## config.mk

```make
export PLATFORM = sky130hd
export DESIGN_NAME = serial_adder
export DESIGN_NICKNAME = d
export VERILOG_FILES = /design/src/rtl/serial_adder.sv
export SDC_FILE = /design/constraint.sdc
export NUM_CORES = 1
export LEC_CHECK = 0
export ABC_AREA = 1
export BUFFER_PORTS_ARGS = -buffer_cell sky130_fd_sc_hd__buf_2
export CAP_MARGIN = 15
export CORE_MARGIN = 5
export CORE_UTILIZATION = 58
export CTS_CLUSTER_SIZE = 16
export DETAILED_ROUTE_END_ITERATION = 6
export GPL_ROUTABILITY_DRIVEN = 1
export GPL_TIMING_DRIVEN = 0
export PLACE_DENSITY_LB_ADDON = 0.12
export SETUP_SLACK_MARGIN = 0.02
export SLEW_MARGIN = 30
export SYNTH_ARGS = -nofsm -noshare
export SYNTH_HDL_FRONTEND = slang
export SYNTH_SLANG_ARGS = --single-unit
export TNS_END_PERCENT = 100
```

## constraint.sdc

```tcl
create_clock -name clk -period 3.9 [get_ports clk]
set_clock_uncertainty 0.05 [all_clocks]
set_input_delay 0.585 -clock clk [delete_from_list [all_inputs] [get_ports clk]]
set_output_delay 0.585 -clock clk [all_outputs]
set_load 0.01 [all_outputs]
```

## src/rtl/serial_adder.sv

```systemverilog
// Bit-serial (BPC bits per cycle) adder/subtractor with start/busy/done handshake.
// Subtraction is done as a + ~b + 1, so cout=1 means "no borrow".
module serial_adder #(
  parameter int WIDTH = 8,
  parameter int BPC   = 1
) (
  input  logic             clk,
  input  logic             rst,
  input  logic             start,
  input  logic             sub,
  input  logic [WIDTH-1:0] a,
  input  logic [WIDTH-1:0] b,
  input  logic             cin,
  output logic             busy,
  output logic             done,
  output logic [WIDTH-1:0] sum,
  output logic             cout,
  output logic             ovf
);

  localparam int STEPS = WIDTH / BPC;
  localparam int CW    = (STEPS > 1) ? $clog2(STEPS) : 1;

  typedef enum logic [1:0] {IDLE, RUN, DONE} state_t;

  state_t           state, state_nx;
  logic [CW-1:0]    k;
  logic [WIDTH-1:0] areg, breg, sreg;
  logic             carry, cout_r, ovf_r;
  logic [BPC-1:0]   a_sl, b_sl, s_sl;
  logic             c_sl, msb_cin, last, accept;

  assign last   = (k == CW'(STEPS - 1));
  assign accept = start && (state != RUN);

  // Carry into the slice MSB is recovered from its sum bit and operand bits.
  always_comb begin
    a_sl            = areg[k*BPC +: BPC];
    b_sl            = breg[k*BPC +: BPC];
    {c_sl, s_sl}    = {1'b0, a_sl} + {1'b0, b_sl} + {{BPC{1'b0}}, carry};
    msb_cin         = s_sl[BPC-1] ^ a_sl[BPC-1] ^ b_sl[BPC-1];
  end

  always_ff @(posedge clk) begin
    if (rst) state <= IDLE;
    else     state <= state_nx;
  end

  always_comb begin
    state_nx = state;
    case (state)
      IDLE:    if (start) state_nx = RUN;
      RUN:     if (last)  state_nx = DONE;
      DONE:    state_nx = start ? RUN : IDLE;
      default: state_nx = IDLE;
    endcase
  end

  always_ff @(posedge clk) begin
    if (rst) begin
      k      <= '0;
      areg   <= '0;
      breg   <= '0;
      sreg   <= '0;
      carry  <= 1'b0;
      cout_r <= 1'b0;
      ovf_r  <= 1'b0;
    end else if (accept) begin
      k     <= '0;
      areg  <= a;
      breg  <= sub ? ~b : b;
      carry <= sub ? 1'b1 : cin;
    end else if (state == RUN) begin
      sreg[k*BPC +: BPC] <= s_sl;
      carry              <= c_sl;
      if (last) begin
        cout_r <= c_sl;
        ovf_r  <= msb_cin ^ c_sl;
      end else begin
        k <= k + 1'b1;
      end
    end
  end

  assign busy = (state == RUN);
  assign done = (state == DONE);
  assign sum  = sreg;
  assign cout = cout_r;
  assign ovf  = ovf_r;

endmodule

```

==> Implementation_results.wiki, run 1 <==
{| class="wikitable"
! Metric !! Value
|-
| Clock buffers created by TritonCTS || 5
|-
| Ratio of routed vias to standard cells || 5.39
|-
| Std cell rows || 19
|-
| Buffer levels on the longest clock path || 2
|-
| Global route total overflow || 0
|-
| Post-route design area || 0.00184 sq mm
|-
| Pin count of the biggest net entering global routing || 11
|-
| Result of the run || completed
|-
| Clock root buffer || sky130_fd_sc_hd__clkbuf_4
|-
| Post-Synth XOR/XNOR Area || 0.0488
|-
| Routability Congestion || 0.820
|-
| Sequential element share of the synthesized area || 0.396
|-
| Area of the placeable core || 0.00271 sq mm
|-
| Number of maximum-capacitance constraint violations || 0
|-
| Number of H-tree levels || 2
|-
| Tightest Hold Check Type || reg2reg
|-
| Sequential standard cell area || 641 sq um
|-
| Unrepaired setup endpoints after global routing || no
|-
| Largest driver fanout on the critical path || 7
|-
| Die area || 0.00394 sq mm
|-
| Slack of the critical path || 1.61 ns
|-
| Wire length of the first global-routing pass || 5860 microns
|-
| Detailed-route DRC error count || 0
|-
| Iteration-0 DRC count of the detailed router || 51
|-
| HPWL Detailed || 2540 microns
|-
| Leak || 0.838 nW
|-
| Insertion delay of the later-clocked pin in the worst-skew pair || 0.34 ns
|-
| Setup CP Type || reg2reg
|-
| Required arrival time at the worst endpoint || 4.12 ns
|-
| Pwr Density || 364 mW/mm^2
|-
| # diodes || 0
|-
| Initial core utilization || 0.596
|-
| Worst slack, placed || 1.63 ns
|-
| Routed WL || 3360 microns
|-
| Post-CTS setup-driven buffer insertion count || 0
|-
| Post-synthesis register bit count || 32
|-
| Peak supply drop || 0.325 mV
|-
| Floorplan die width || 62.8 microns
|-
| Chip height || 62.8 microns
|-
| Number of global-route vias before repair || 1377
|-
| Number of failing hold endpoints at the final stage || 0
|-
| Most common cell after layout, fill and taps aside || sky130_fd_sc_hd__buf_2
|-
| Post-cts sizing count || 0
|-
| Final layout net count || 278
|-
| Average wire per standard cell || 12.0 microns
|-
| Pre-antenna DRT Iters || 5
|-
| Area fraction in and, or, nand and nor cells after synthesis || 0.217
|-
| Maximum clock frequency || 436 MHz
|-
| Cell Area, Placed || 0.00181 sq mm
|-
| Commonest cells after routing, fill and taps aside || 34 x sky130_fd_sc_hd__buf_2, 32 x sky130_fd_sc_hd__dfxtp_1, 31 x sky130_fd_sc_hd__inv_1
|-
| Sum Neg Setup Slack || 0 ns
|-
| Critical register-to-register path startpoint || k[1]
|-
| Transition at the pin with the smallest max-transition slack || 0.443 ns
|-
| Synth Area per Inst || 7.55 sq um
|-
| Startpoint type of the worst setup path || flop
|-
| Net count of the mapped netlist || 241
|-
| Synth-to-Final Area Change || 14.0%
|-
| Area of the mapped netlist || 0.00162 sq mm
|-
| Beginning of the worst hold path || sum[7]
|-
| Shortest period the worst path allows || 2.29 ns
|-
| Clock slew at reported path FFs || 0.09 ns
|-
| Count of unique library cells instantiated by Yosys || 31
|-
| Layout cells sized above 1 || 0.201
|-
| Global routing usage summed across all routing layers || 0.186
|-
| Yosys warning count || 0
|-
| Clock tree from TritonCTS || built
|-
| Hold-fix buffer count after cts || 0
|-
| Complex-gate fraction of the synthesized area || 0.179
|-
| Vias after detailed routing || 1508
|-
| Final-report max-slew violation count || 0
|-
| IO Port Bufs || 30
|-
| Filler cell count || 251
|-
| Portion of netlist area occupied by mux cells || 0
|-
| Data arrival time at the worst-slack endpoint || 2.51 ns
|-
| Endpoint class of the critical path || flop
|-
| Source of the critical timing path || k[1]
|-
| Main combinational cell family by area after synthesis || simple AND/OR/NAND/NOR gates
|-
| Post-route clock period utilization || 0.588
|-
| Sink count of the clock tree || 32
|-
| Post-synthesis cell count || 214
|-
| Post-route worst hold slack || 0.399 ns
|-
| I/O pin count || 33
|-
| Number of antenna violations at the first check in global routing || 0
|-
| Number of setup violations in the final report || 0
|-
| Area share of fa/ha/maj cells after synthesis || 0.0511
|-
| Max-slew headroom || 0.705
|-
| Number of nets with antenna violations after routing || 0
|-
| Final Util || 0.680
|-
| Area used by multi-input combinational logic || 802 sq um
|}
==> per-stage QoR <==
step	total power [mW]	std cells
after global routing	0.713	280
after global placement	0.505	275
after floorplan	0.471	214
after detailed placement	0.510	275
final	0.671	280
after CTS	0.673	280
==> path summary, 6_finish.rpt <==
kind,end,slack (ns),cells after the start
worst max-delay path,sum[5],1.61,10
worst min-delay path,sum[7],0.40,2
worst max register to register,sum[5],1.61,10
worst min register to register,sum[7],0.40,2
==> final cells by class <==
cell class / count / share of cell area
well taps: 31 / 0.0210
clock buffers: 5 / 0.0204
repair buffers: 30 / 0.0815
plain buffers: 9 / 0.0292
flip-flops and latches: 32 / 0.348
inverters: 32 / 0.0652
multi-input cells: 141 / 0.435
==> flip-flops by register name, indices dropped and copies added (netlist names) <==
name,cells
areg,8
breg,8
carry,1
cout,1
k,3
ovf,1
state,2
sum,8
==> where the power goes <==
part / internal, mW / switching, mW
Clock: 0.0601 / 0.107
Sequential: 0.345 / 0.0102
Combinational: 0.0568 / 0.0907
Total: 0.462 / 0.208
==> layer usage <==
layer | share of wire | wire (microns) | GRT usage | vias to the layer above
met1 | 0.40 | 1350 | 0.220 | 676
met3 | 0.089 | 299 | 0.0612 | 8
met2 | 0.49 | 1640 | 0.298 | 49
li1 | - | - | - | 775
met5 | 0 | 0 | 0 | -
met4 | 0.021 | 72 | 0.0955 | 0
==> critical path, cell delays in order, from the launching register on <==
cell and delay, ns:
sky130_fd_sc_hd__dfxtp_1 0.50, sky130_fd_sc_hd__inv_1 0.19, sky130_fd_sc_hd__nand3_1 0.13, sky130_fd_sc_hd__nand3_2 0.09, sky130_fd_sc_hd__nand2_2 0.09, sky130_fd_sc_hd__inv_1 0.07
sky130_fd_sc_hd__fa_1 0.57, sky130_fd_sc_hd__nand2_1 0.08, sky130_fd_sc_hd__nor2_1 0.20, sky130_fd_sc_hd__o21ai_0 0.12, sky130_fd_sc_hd__a21oi_1 0.14
==> Yosys cell counts, drive strengths merged <==
master  count  area [sq um]
dfxtp      32           641
inv        32           120
nand2      27           106
o21ai      21           105
a21oi      20           100
nand3      19           115
nor2       17          63.8
buf         8          50.0
nor3        7          46.3
xnor2       7          61.3
ha          5          62.6
a211oi      4          30.0
a31oi       3          18.8
o22ai       2          12.5
xor2        2          17.5
a22oi       1          7.51
clkbuf      1          3.75
fa          1          20.0
nand4       1          6.26
nor3b       1          7.51
nor4        1          6.26
o21a        1          7.51
o21bai      1          7.51
==> kinds of logic after synthesis <==
group	count (synthesis)
simple gates	73
compound gates	53
buf+inv	41
flops	32
xor+xnor	9
fa+ha+maj	6
No activity file was read; power rests on OpenSTA's default activity.
==> run 2: changes to the inputs <==
Settings changed: ABC_AREA 1 to 0, CORE_UTILIZATION 58 to 48.
Clock period 3.9 ns to 2.1 ns, I/O delays scaled along.
==> run 2 against run 1 <==
  * The flow now finishes with violations (setup timing)
  * Cell area grew 3.9%
  * Total power grew 95%
  * Combinational power grew 74%
  * Clock power grew 140%
  * Largest cell class unchanged
  * Clock-buffer cell count grew 2
  * Sequential share of layout area shrank 1.0 points
  * Synthesized area shrank 5.0%
  * Critical endpoint is now ovf
  * Die area grew 12%
==> Implementation_results.wiki, run 2 <==
{| class="wikitable"
! Metric !! Value
|-
| Insertion delay of the later-clocked pin in the worst-skew pair || 0.33 ns
|-
| Global routing usage summed across all routing layers || 0.163
|-
| Design Power || 1.31 mW
|-
| Post-synthesis register bit count || 32
|-
| Clock tree from TritonCTS || built
|-
| Number of failing hold endpoints at the final stage || 0
|-
| Tightest Hold Check Type || in2reg
|-
| Leak || 0.821 nW
|-
| Worst Path Buf+Inv || 0
|-
| Post-route clock period utilization || 1.05
|-
| Vias after detailed routing || 1314
|-
| Number of antenna violations at the first check in global routing || 0
|-
| Peak supply drop || 0.339 mV
|-
| Initial core utilization || 0.503
|-
| Chip height || 66.6 microns
|-
| Synth Area per Inst || 8.93 sq um
|-
| Pin count of the biggest net entering global routing || 11
|-
| Max-slew headroom || 0.611
|-
| Count of flip-flops with a built-in enable after synthesis || 0
|-
| Clock slew at reported path FFs || 0.10 ns
|-
| Die area || 0.00443 sq mm
|-
| Wire length of the first global-routing pass || 5490 microns
|-
| Number of maximum-capacitance constraint violations || 0
|-
| Hold-fix buffer count after cts || 0
|-
| Buffer levels on the longest clock path || 2
|-
| Endpoint class of the critical path || flop
|-
| Required arrival time at the worst endpoint || 2.28 ns
|-
| Std cell rows || 20
|-
| Iteration-0 DRC count of the detailed router || 49
|-
| Proportion of power drawn by combinational gates || 0.197
|-
| Routed WL || 3240 microns
|-
| Count of unique library cells instantiated by Yosys || 28
|-
| Floorplan die width || 66.6 microns
|-
| Routability Congestion || 0.853
|-
| Post-synth top area cell || sky130_fd_sc_hd__dfxtp_1
|-
| Top post-synthesis cells by area || sky130_fd_sc_hd__dfxtp_1 42%, sky130_fd_sc_hd__nand2_1 6.4%, sky130_fd_sc_hd__xnor2_1 5.7%
|-
| Post-synthesis cell count || 172
|-
| Number of H-tree levels || 2
|-
| Sink count of the clock tree || 32
|-
| I/O pin count || 33
|-
| Slack of the critical path || -0.106 ns
|-
| Most numerous cell types in the synthesized netlist || 32 x sky130_fd_sc_hd__dfxtp_1, 26 x sky130_fd_sc_hd__nand2_1, 23 x sky130_fd_sc_hd__nor2_1
|-
| Number of nets with antenna violations after routing || 0
|-
| Delay contributed by the slowest stage of the critical path || 0.49 ns
|-
| Clock network fraction of design power || 0.302
|-
| Number of setup violations in the final report || 8
|-
| Clock buffers created by TritonCTS || 5
|-
| Pwr Density || 683 mW/mm^2
|-
| Sequential element share of the synthesized area || 0.417
|-
| Net count of the mapped netlist || 199
|-
| Shortest period the worst path allows || 2.21 ns
|-
| Area of the mapped netlist || 0.00154 sq mm
|-
| Most frequent cell after synthesis || sky130_fd_sc_hd__dfxtp_1
|-
| Result of the run || finished, violations left
|-
| Most common flop cell mapped by yosys || sky130_fd_sc_hd__dfxtp_1
|-
| Commonest cells after routing, fill and taps aside || 33 x sky130_fd_sc_hd__buf_2, 30 x sky130_fd_sc_hd__dfxtp_1, 24 x sky130_fd_sc_hd__nand2_1
|-
| Final layout net count || 245
|-
| Average wire per standard cell || 12.4 microns
|-
| HPWL Detailed || 2400 microns
|-
| Clock root buffer || sky130_fd_sc_hd__clkbuf_4
|-
| Async S/R FF share, synth || 0
|-
| Highest-delay cell along the critical path || sky130_fd_sc_hd__mux4_2
|-
| Fraction of synthesized cell area taken by the top area cell type || 0.417
|-
| Unrepaired setup endpoints after global routing || yes
|-
| Post-route design area || 0.00191 sq mm
|-
| Transition at the pin with the smallest max-transition slack || 0.584 ns
|-
| P_sw || 0.349 mW
|-
| Cell Area, Placed || 0.00175 sq mm
|-
| Setup CP Type || reg2reg
|-
| Yosys warning count || 0
|-
| Final Util || 0.627
|-
| Area of the placeable core || 0.00305 sq mm
|-
| IO Port Bufs || 31
|-
| Data arrival time at the worst-slack endpoint || 2.38 ns
|-
| Sequential cell fraction of total power || 0.501
|-
| Detailed-route DRC error count || 0
|-
| # diodes || 0
|-
| Number of global-route vias before repair || 1256
|-
| Internal power of the cells || 0.959 mW
|-
| Layout cells sized above 1 || 0.294
|-
| Violations in the final reports || setup timing
|-
| Most common cell after layout, fill and taps aside || sky130_fd_sc_hd__buf_2
|-
| Startpoint type of the worst setup path || flop
|-
| Pre-antenna DRT Iters || 4
|-
| Final-report max-slew violation count || 0
|-
| Switching Share || 0.267
|-
| Top Family by Delay on Critical Path || multiplexers
|-
| Global route total overflow || 0
|-
| Maximum clock frequency || 453 MHz
|-
| Critical path cell sequence || mux4_2 > mux2_4 > fa_2 > xnor2_2 > xnor2_1 > o211a_1
|-
| Worst slack, placed || -0.294 ns
|-
| Ratio of routed vias to standard cells || 5.02
|-
| Synth-to-Final Area Change || 24.7%
|-
| Largest driver fanout on the critical path || 3
|}
run 2: cell count changes in the layout (fill, tap and decap cells not counted), sizes merged, moves of 6 or more:
cell,change
o21ai,-19
a21oi,-6
clkbuf,+6
mux2i,+6
nor2,+6
nand3,-15
inv,-26
run 2: metal layers:
metal | GRT usage | vias to the layer above | part of all wire
met2 | 0.274 | 27 | 0.49
met1 | 0.190 | 603 | 0.45
li1 | - | 677 | -
met4 | 0.0761 | 0 | 0.016
met5 | 0 | - | 0
met3 | 0.0489 | 7 | 0.046
run 2: stage by stage:
| stage | hold slack [ns] | cells | setup TNS [ns] |
|---|---|---|---|
| final | 0.143 | 262 | -0.451 |
| after global routing | 0.144 | 262 | -1.25 |
| after CTS | 0.134 | 259 | -1.19 |
| after detailed placement | 0.396 | 247 | -1.62 |
| after global placement | 0.391 | 247 | -1.36 |
| after floorplan | 0.338 | 172 | -0.142 |
run 2: layout make-up:
type                            instances  area, sq um
Clock buffer                            7         65.1
Timing Repair Buffer                   40          226
Buffer                                  8         43.8
Tap cell                               44         55.1
Sequential cell                        32          646
Multi-Input combinational cell        125          856
Fill cell                             306         1140
Inverter                                6         22.5
run 2: timing repair:
item,in CTS,in global routing
endpoints found under the setup margin,9,11
pin swaps,2,3
setup buffers,5,5
resized for setup,4,10
run 2: path summary, 6_finish.rpt:
path | from | end | slack (ns) | depth (start not counted)
setup / recovery | k[0] | ovf | -0.11 | 6
setup reg to reg | k[0] | ovf | -0.11 | 6
hold reg to reg | areg[3] | areg[3] | 0.41 | 2
hold / removal | rst | breg[0] | 0.14 | 2
run 2: cell families (layout without fill, tap and decap cells):
logic type / after synthesis / after routing / share of synthesized area
AND/OR/NAND/NOR: 69 / 69 / 0.200
flip-flops: 32 / 32 / 0.417
AO/OA/AOI/OAI: 29 / 29 / 0.117
buffers and inverters: 15 / 61 / 0.0440
multiplexers: 11 / 11 / 0.110
XOR/XNOR: 10 / 10 / 0.0570
adder cells (fa/ha/maj): 6 / 6 / 0.0538
run 2: power groups by stage:
stage | clock (mW) | sequential (mW) | combinational (mW)
CTS | 0.404 | 0.655 | 0.235
detailed placement | 0 | 0.669 | 0.211
global placement | 0 | 0.668 | 0.205
finish | 0.395 | 0.655 | 0.258
global route | 0.428 | 0.660 | 0.288
floorplan | 0 | 0.665 | 0.155
